### config.mk
export PLATFORM = sky130hd
export DESIGN_NAME = mem_access_unit
export DESIGN_NICKNAME = d
export VERILOG_FILES = /design/src/rtl/mem_access_unit.sv
export SDC_FILE = /design/constraint.sdc
export NUM_CORES = 1
export LEC_CHECK = 0
export BUFFER_PORTS_ARGS = -buffer_cell sky130_fd_sc_hd__buf_2
export CORE_AREA = 2 2 125 127
export DETAILED_ROUTE_END_ITERATION = 16
export DIE_AREA = 0 0 127 129
export PLACE_DENSITY = 0.94
export SLEW_MARGIN = 40
export SYNTH_ARGS = -nofsm -noshare
export SYNTH_HDL_FRONTEND = slang
export SYNTH_SLANG_ARGS = --single-unit
### constraint.sdc
create_clock -name clk -period 5.58 [get_ports clk]
set_input_delay 1.674 -clock clk [delete_from_list [all_inputs] [get_ports clk]]
set_output_delay 1.674 -clock clk [all_outputs]
set_load 0.1 [all_outputs]
### src/rtl/mem_access_unit.sv
// Memory-stage access unit: LW/SW/LR.W/SC.W/AMOSWAP.W over a req/gnt/rvalid data port.
// Define MEM_ACCESS_TIMEOUT_EN to abort a WAIT/AMO_WAIT that sees no mem_rvalid in time.
module mem_access_unit #(
    parameter int unsigned TIMEOUT_CYC = 255,
    parameter int unsigned RES_GRAN    = 2
) (
    input  logic        clk,
    input  logic        rst,
    input  logic        in_valid,
    output logic        in_ready,
    input  logic [5:0]  in_op,
    input  logic [31:0] in_addr,
    input  logic [31:0] in_wdata,
    input  logic [4:0]  in_rd,
    output logic        mem_req,
    input  logic        mem_gnt,
    output logic        mem_we,
    output logic [31:0] mem_addr,
    output logic [31:0] mem_wdata,
    input  logic        mem_rvalid,
    input  logic [31:0] mem_rdata,
    output logic        wb_valid,
    output logic [4:0]  wb_rd,
    output logic [31:0] wb_data,
    output logic        error
);

    typedef enum logic [2:0] {StIdle, StReq, StWait, StAmoWr, StAmoWait} state_e;

    localparam logic [5:0] OpLw  = 6'd32;
    localparam logic [5:0] OpSw  = 6'd35;
    localparam logic [5:0] OpAmo = 6'd36;
    localparam logic [5:0] OpLr  = 6'd37;
    localparam logic [5:0] OpSc  = 6'd38;

    localparam logic [31:0] GranMask = ~((32'd1 << RES_GRAN) - 32'd1);

    state_e      state_q, state_d;
    logic [5:0]  op_q, op_d;
    logic [31:0] addr_q, addr_d;
    logic [31:0] wdata_q, wdata_d;
    logic [4:0]  rd_q, rd_d;
    logic [31:0] rdata_q, rdata_d;
    logic        res_valid_q, res_valid_d;
    logic [31:0] res_addr_q, res_addr_d;
    logic        wb_valid_q, wb_valid_d;
    logic [4:0]  wb_rd_q, wb_rd_d;
    logic [31:0] wb_data_q, wb_data_d;
    logic        error_q, error_d;

`ifdef MEM_ACCESS_TIMEOUT_EN
    localparam logic [7:0] TimeoutLast = 8'(TIMEOUT_CYC - 1);
    logic [7:0] cnt_q, cnt_d;
`endif

    logic accept, is_legal, aligned, in_res_match, q_res_match;

    function automatic logic gran_match(input logic [31:0] a, input logic [31:0] b);
        return ((a ^ b) & GranMask) == 32'd0;
    endfunction

    always_comb begin
        state_d     = state_q;
        op_d        = op_q;
        addr_d      = addr_q;
        wdata_d     = wdata_q;
        rd_d        = rd_q;
        rdata_d     = rdata_q;
        res_valid_d = res_valid_q;
        res_addr_d  = res_addr_q;
        wb_valid_d  = 1'b0;
        wb_rd_d     = wb_rd_q;
        wb_data_d   = wb_data_q;
        error_d     = 1'b0;
`ifdef MEM_ACCESS_TIMEOUT_EN
        cnt_d       = cnt_q;
`endif
        in_ready  = (state_q == StIdle);
        mem_req   = 1'b0;
        mem_we    = 1'b0;
        mem_addr  = 32'd0;
        mem_wdata = 32'd0;

        accept       = in_valid && in_ready;
        is_legal     = (in_op == OpLw) || (in_op == OpSw) || (in_op == OpAmo) ||
                       (in_op == OpLr) || (in_op == OpSc);
        aligned      = (in_addr[1:0] == 2'b00);
        in_res_match = res_valid_q && gran_match(in_addr, res_addr_q);
        q_res_match  = res_valid_q && gran_match(addr_q, res_addr_q);

        unique case (state_q)
            StIdle: begin
                if (accept && is_legal) begin
                    if (!aligned) begin
                        error_d = 1'b1;
                        if ((in_op == OpLw) || (in_op == OpLr)) begin
                            wb_valid_d = (in_rd != 5'd0);
                            wb_rd_d    = in_rd;
                            wb_data_d  = 32'd0;
                        end
                    end else if ((in_op == OpSc) && !in_res_match) begin
                        // Failed SC resolves without touching memory.
                        wb_valid_d  = (in_rd != 5'd0);
                        wb_rd_d     = in_rd;
                        wb_data_d   = 32'd1;
                        res_valid_d = 1'b0;
                    end else begin
                        op_d    = in_op;
                        addr_d  = in_addr;
                        wdata_d = in_wdata;
                        rd_d    = in_rd;
                        state_d = StReq;
                        if (in_op == OpSc) begin
                            res_valid_d = 1'b0;
                        end
                    end
                end
            end
            StReq: begin
                mem_req   = 1'b1;
                mem_we    = (op_q == OpSw) || (op_q == OpSc);
                mem_addr  = addr_q & 32'hFFFF_FFFC;
                mem_wdata = wdata_q;
                if (mem_gnt) begin
                    state_d = StWait;
`ifdef MEM_ACCESS_TIMEOUT_EN
                    cnt_d   = 8'd0;
`endif
                end
            end
            StWait: begin
                if (mem_rvalid) begin
                    state_d = StIdle;
                    unique case (op_q)
                        OpLw, OpLr: begin
                            wb_valid_d = (rd_q != 5'd0);
                            wb_rd_d    = rd_q;
                            wb_data_d  = mem_rdata;
                            if (op_q == OpLr) begin
                                res_valid_d = 1'b1;
                                res_addr_d  = addr_q;
                            end
                        end
                        OpSw: begin
                            if (q_res_match) begin
                                res_valid_d = 1'b0;
                            end
                        end
                        OpSc: begin
                            wb_valid_d = (rd_q != 5'd0);
                            wb_rd_d    = rd_q;
                            wb_data_d  = 32'd0;
                        end
                        OpAmo: begin
                            rdata_d = mem_rdata;
                            state_d = StAmoWr;
                        end
                        default: ;
                    endcase
                end
`ifdef MEM_ACCESS_TIMEOUT_EN
                else if (cnt_q == TimeoutLast) begin
                    state_d     = StIdle;
                    error_d     = 1'b1;
                    res_valid_d = 1'b0;
                end else begin
                    cnt_d = cnt_q + 8'd1;
                end
`endif
            end
            StAmoWr: begin
                mem_req   = 1'b1;
                mem_we    = 1'b1;
                mem_addr  = addr_q & 32'hFFFF_FFFC;
                mem_wdata = wdata_q;
                if (mem_gnt) begin
                    state_d = StAmoWait;
`ifdef MEM_ACCESS_TIMEOUT_EN
                    cnt_d   = 8'd0;
`endif
                end
            end
            StAmoWait: begin
                if (mem_rvalid) begin
                    state_d    = StIdle;
                    wb_valid_d = (rd_q != 5'd0);
                    wb_rd_d    = rd_q;
                    wb_data_d  = rdata_q;
                    if (q_res_match) begin
                        res_valid_d = 1'b0;
                    end
                end
`ifdef MEM_ACCESS_TIMEOUT_EN
                else if (cnt_q == TimeoutLast) begin
                    state_d     = StIdle;
                    error_d     = 1'b1;
                    res_valid_d = 1'b0;
                end else begin
                    cnt_d = cnt_q + 8'd1;
                end
`endif
            end
            default: state_d = StIdle;
        endcase
    end

    always_ff @(posedge clk) begin
        if (rst) begin
            state_q     <= StIdle;
            op_q        <= 6'd0;
            addr_q      <= 32'd0;
            wdata_q     <= 32'd0;
            rd_q        <= 5'd0;
            rdata_q     <= 32'd0;
            res_valid_q <= 1'b0;
            res_addr_q  <= 32'd0;
            wb_valid_q  <= 1'b0;
            wb_rd_q     <= 5'd0;
            wb_data_q   <= 32'd0;
            error_q     <= 1'b0;
`ifdef MEM_ACCESS_TIMEOUT_EN
            cnt_q       <= 8'd0;
`endif
        end else begin
            state_q     <= state_d;
            op_q        <= op_d;
            addr_q      <= addr_d;
            wdata_q     <= wdata_d;
            rd_q        <= rd_d;
            rdata_q     <= rdata_d;
            res_valid_q <= res_valid_d;
            res_addr_q  <= res_addr_d;
            wb_valid_q  <= wb_valid_d;
            wb_rd_q     <= wb_rd_d;
            wb_data_q   <= wb_data_d;
            error_q     <= error_d;
`ifdef MEM_ACCESS_TIMEOUT_EN
            cnt_q       <= cnt_d;
`endif
        end
    end

    assign wb_valid = wb_valid_q;
    assign wb_rd    = wb_rd_q;
    assign wb_data  = wb_data_q;
    assign error    = error_q;

endmodule

==> summary.md <==
| Metric | Value |
|---|---|
| DRT met1 WL | 9670 um |
| Actual slew at the worst max-slew pin | around 0.7 ns |
| Crit-path max FO | between 40 and 50 |
| Largest net degree at the start of global routing | 75 |
| Syn Inst Count | 1001 |
| Antenna violations before repair | 5 |
| Post-synth EDFFs | 0 |
| Worst EP required | about 5.9 ns |
| CTS tree | built |
| Initial Util | 0.562 |
| Distinct cells, synth | 47 |
| Row count | 45 |
| Maxcap violations | 0 |
| YS warnings | 0 |
| Vias in the first global route | ~7700 |
| Relative slew slack | 0.542 |
| Skew-Pair Late Insertion Delay | ~0.44 ns |
| DRT Pass-1 Iters | 7 |
| Final Hold Fails | 0 |
| CTS root buffer | clkbuf_16 |
| Final wirelength | around 24000 um |
| Met2 WL | roughly 11000 um |
| Post-synth ARST share | 0 |
| Power per cell area | 361 nW/um^2 |
| Nets | around 1300 |
| Worst-case clock skew | approximately 0.012 ns |
| Vias per cell | 5.89 |
| Post-route antenna net violation count | 0 |
| Outcome | finished clean |
| Highest Clock Rate | around 260 MHz |
| First-pass GRT wire length | 38100 um |
| Mean post-synth cell area | between 8 and 9 um^2 |
| Die span in y | 129 um |
| Critical Path End Type | register |
| Num CTS Buffers | 17 |
| Top Metal Used | met4 |
| Cell area after layout | 10200 um^2 |
| DR WL met3 | around 1900 um |
| Sequential area share after synthesis | 0.423 |
| DP HPWL | 15400 um |
| Final Max Slew Viols | 0 |
| Critical Path AT | about 4.2 ns |
| Synth Register Bits | 178 |
| Clk buf depth | 2 |
| Final Cycle Share | 0.692 |
| Placer's final routability congestion estimate | roughly 0.94 |
| Placed inst area | roughly 9500 um^2 |
| Most used flip-flop cell after synthesis | dfxtp_1 |
| Residual DRC count | 0 |
| Lkg Pwr | 0.00421 uW |
| Die W | 127 um |
| Clock period minus worst slack | around 3.9 ns |
| Mapped Area | roughly 8400 um^2 |
| Area delta synth->final | 20.6% |
| RSZ-0062 raised after global routing | no |
| DR vias | 8054 |
| Core box area | between 10000 and 15000 um^2 |
| Hold-fix buffers, CTS | 0 |
| Crit Path Category | primary input to register |
| All-Layer GR Usage | 0.288 |
| Hold Path Class | register to register |
| # port buffers | approximately 220 |
| Routed len/inst | approximately 17 um |
| Max IR drop VDD | 0.000254 V |
| Clk sinks | 178 |
| Fin Setup TNS | 0 ns |
| Die area | ~16000 um^2 |
| Postcts setup bufs | 0 |
| Resize count post-CTS | 0 |
| Worst Setup Start Kind | primary input |
| Total gr overflow | 0 |
| First DRT Iteration DRCs | 711 |
| Final setup fails | 0 |
| Reg clk slew, reported paths | ~0.070 ns |
| IO Count | between 200 and 250 |
| Hold Slack | about 0.45 ns |
| Fraction of layout cells with a size suffix above 1 | 0.256 |
| H-tree Lvls | 4 |
report_power, final:
part           switching (uW)  internal (uW)  total (uW)
Sequential               80.9           1330        1410
Clock                     546            746        1290
Combinational             750            216         966
Total                    1380           2290        3670
area by class of cell:
cell class / count / area, um^2
inverter: 6 / 25.0
antenna: 5 / 12.5
clock inverter: 13 / 181
timing repair buffer: 227 / 1180
multi-input combinational: 731 / 4500
sequential: 178 / 3570
fill: 1129 / 4820
clock buffer: 19 / 453
tap: 188 / 235
metal layers:
| layer | GRT usage | up-vias |
|---|---|---|
| met5 | 0 | - |
| met3 | 0.0728 | 74 |
| li1 | - | 3773 |
| met2 | 0.466 | 409 |
| met4 | 0.148 | 0 |
| met1 | 0.359 | 3798 |
Yosys cell counts (all sizes together) (2+ instances only):
cell type  count  area, um^2
a211oi        37         423
a21o           2        15.0
a21oi        107         536
a22oi         31         233
a31oi          2        12.5
and2           2        15.0
and3          63         394
buf           19         131
clkbuf        68         255
dfxtp        178        3560
inv            6        22.5
mux2i         75         751
nand2        268        1010
nand3          5        25.0
nand3b         2        15.0
nand4         14        87.6
nor2          10        37.5
nor2b          3        18.8
nor3           3        15.0
nor3b          6        45.0
nor4           6        37.5
o2111ai        2        17.5
o21a           3        22.5
o21ai          6        30.0
o31ai          2        15.0
or4            3        22.5
xnor2         45         394
xor2          19         166
worst max-delay path, cell delays in order:
cell and delay (ns):
buf_2 0.11, xnor2_1 0.19, nand4_1 0.16, or4_1 0.58
nor2_1 0.29, o21a_4 0.55, buf_12 0.36, mux2i_1 0.26
metrics by stage:
stage,power [uW],cells,worst slack [ns],utilization
floorplan,2190,1002,1.23,-
global placement,2370,1330,1.46,0.634
detailed placement,2390,1330,1.36,0.634
CTS,3660,1362,1.61,0.676
global route,3800,1367,1.60,0.678
finish,3670,1367,1.72,0.678
final timing paths:
| kind | start | to | slack [ns] | cells after the start |
|---|---|---|---|---|
| worst max register to register | res_addr_q[27] | addr_q[5] | 2.69 | 7 |
| worst max-delay path | in_addr[27] | addr_q[5] | 1.72 | 8 |
| worst min-delay path | wdata_q[7] | wdata_q[7] | 0.45 | 2 |
| worst min register to register | wdata_q[7] | wdata_q[7] | 0.45 | 2 |
cells by family (layout without fill, tap and decap cells):
| kind of cell | count (synthesis) | count (layout) | share of synthesized area |
|---|---|---|---|
| XOR/XNOR | 64 | 64 | 0.0665 |
| flip-flops | 178 | 178 | 0.423 |
| AND/OR/NAND/NOR | 391 | 391 | 0.210 |
| AO/OA/AOI/OAI | 199 | 199 | 0.163 |
| other | 1 | 7 | 0.000445 |
| buffers and inverters | 93 | 265 | 0.0486 |
| multiplexers | 75 | 75 | 0.0891 |
cells in the final DEF, fill, tap and decap left out, types with 5 or more instances in the layout:
| cell type | instances |
|---|---|
| a211oi_1 | 8 |
| xor2_1 | 19 |
| clkbuf_16 | 17 |
| inv_6 | 6 |
| a22oi_1 | 31 |
| nand2_1 | 268 |
| and3_1 | 63 |
| nor4_1 | 6 |
| buf_2 | 214 |
| xnor2_1 | 45 |
| dfxtp_1 | 177 |
| nand4_1 | 14 |
| mux2i_1 | 75 |
| a21oi_1 | 105 |
| nand3_1 | 5 |
| buf_4 | 11 |
| diode_2 | 5 |
| nor2_1 | 9 |
| a211oi_2 | 29 |
| nor3b_1 | 6 |
| inv_1 | 5 |
| o21ai_0 | 6 |
flip-flops by register name, summed over array words and instances (netlist names):
signal	cells
rd_q	5
op_q	6
wb_data	32
rdata_q	32
error	1
wdata_q	32
wb_valid	1
res_valid_q	1
state_q	3
addr_q	30
res_addr_q	30
wb_rd	5
No activity file was read; power rests on OpenSTA's default activity.
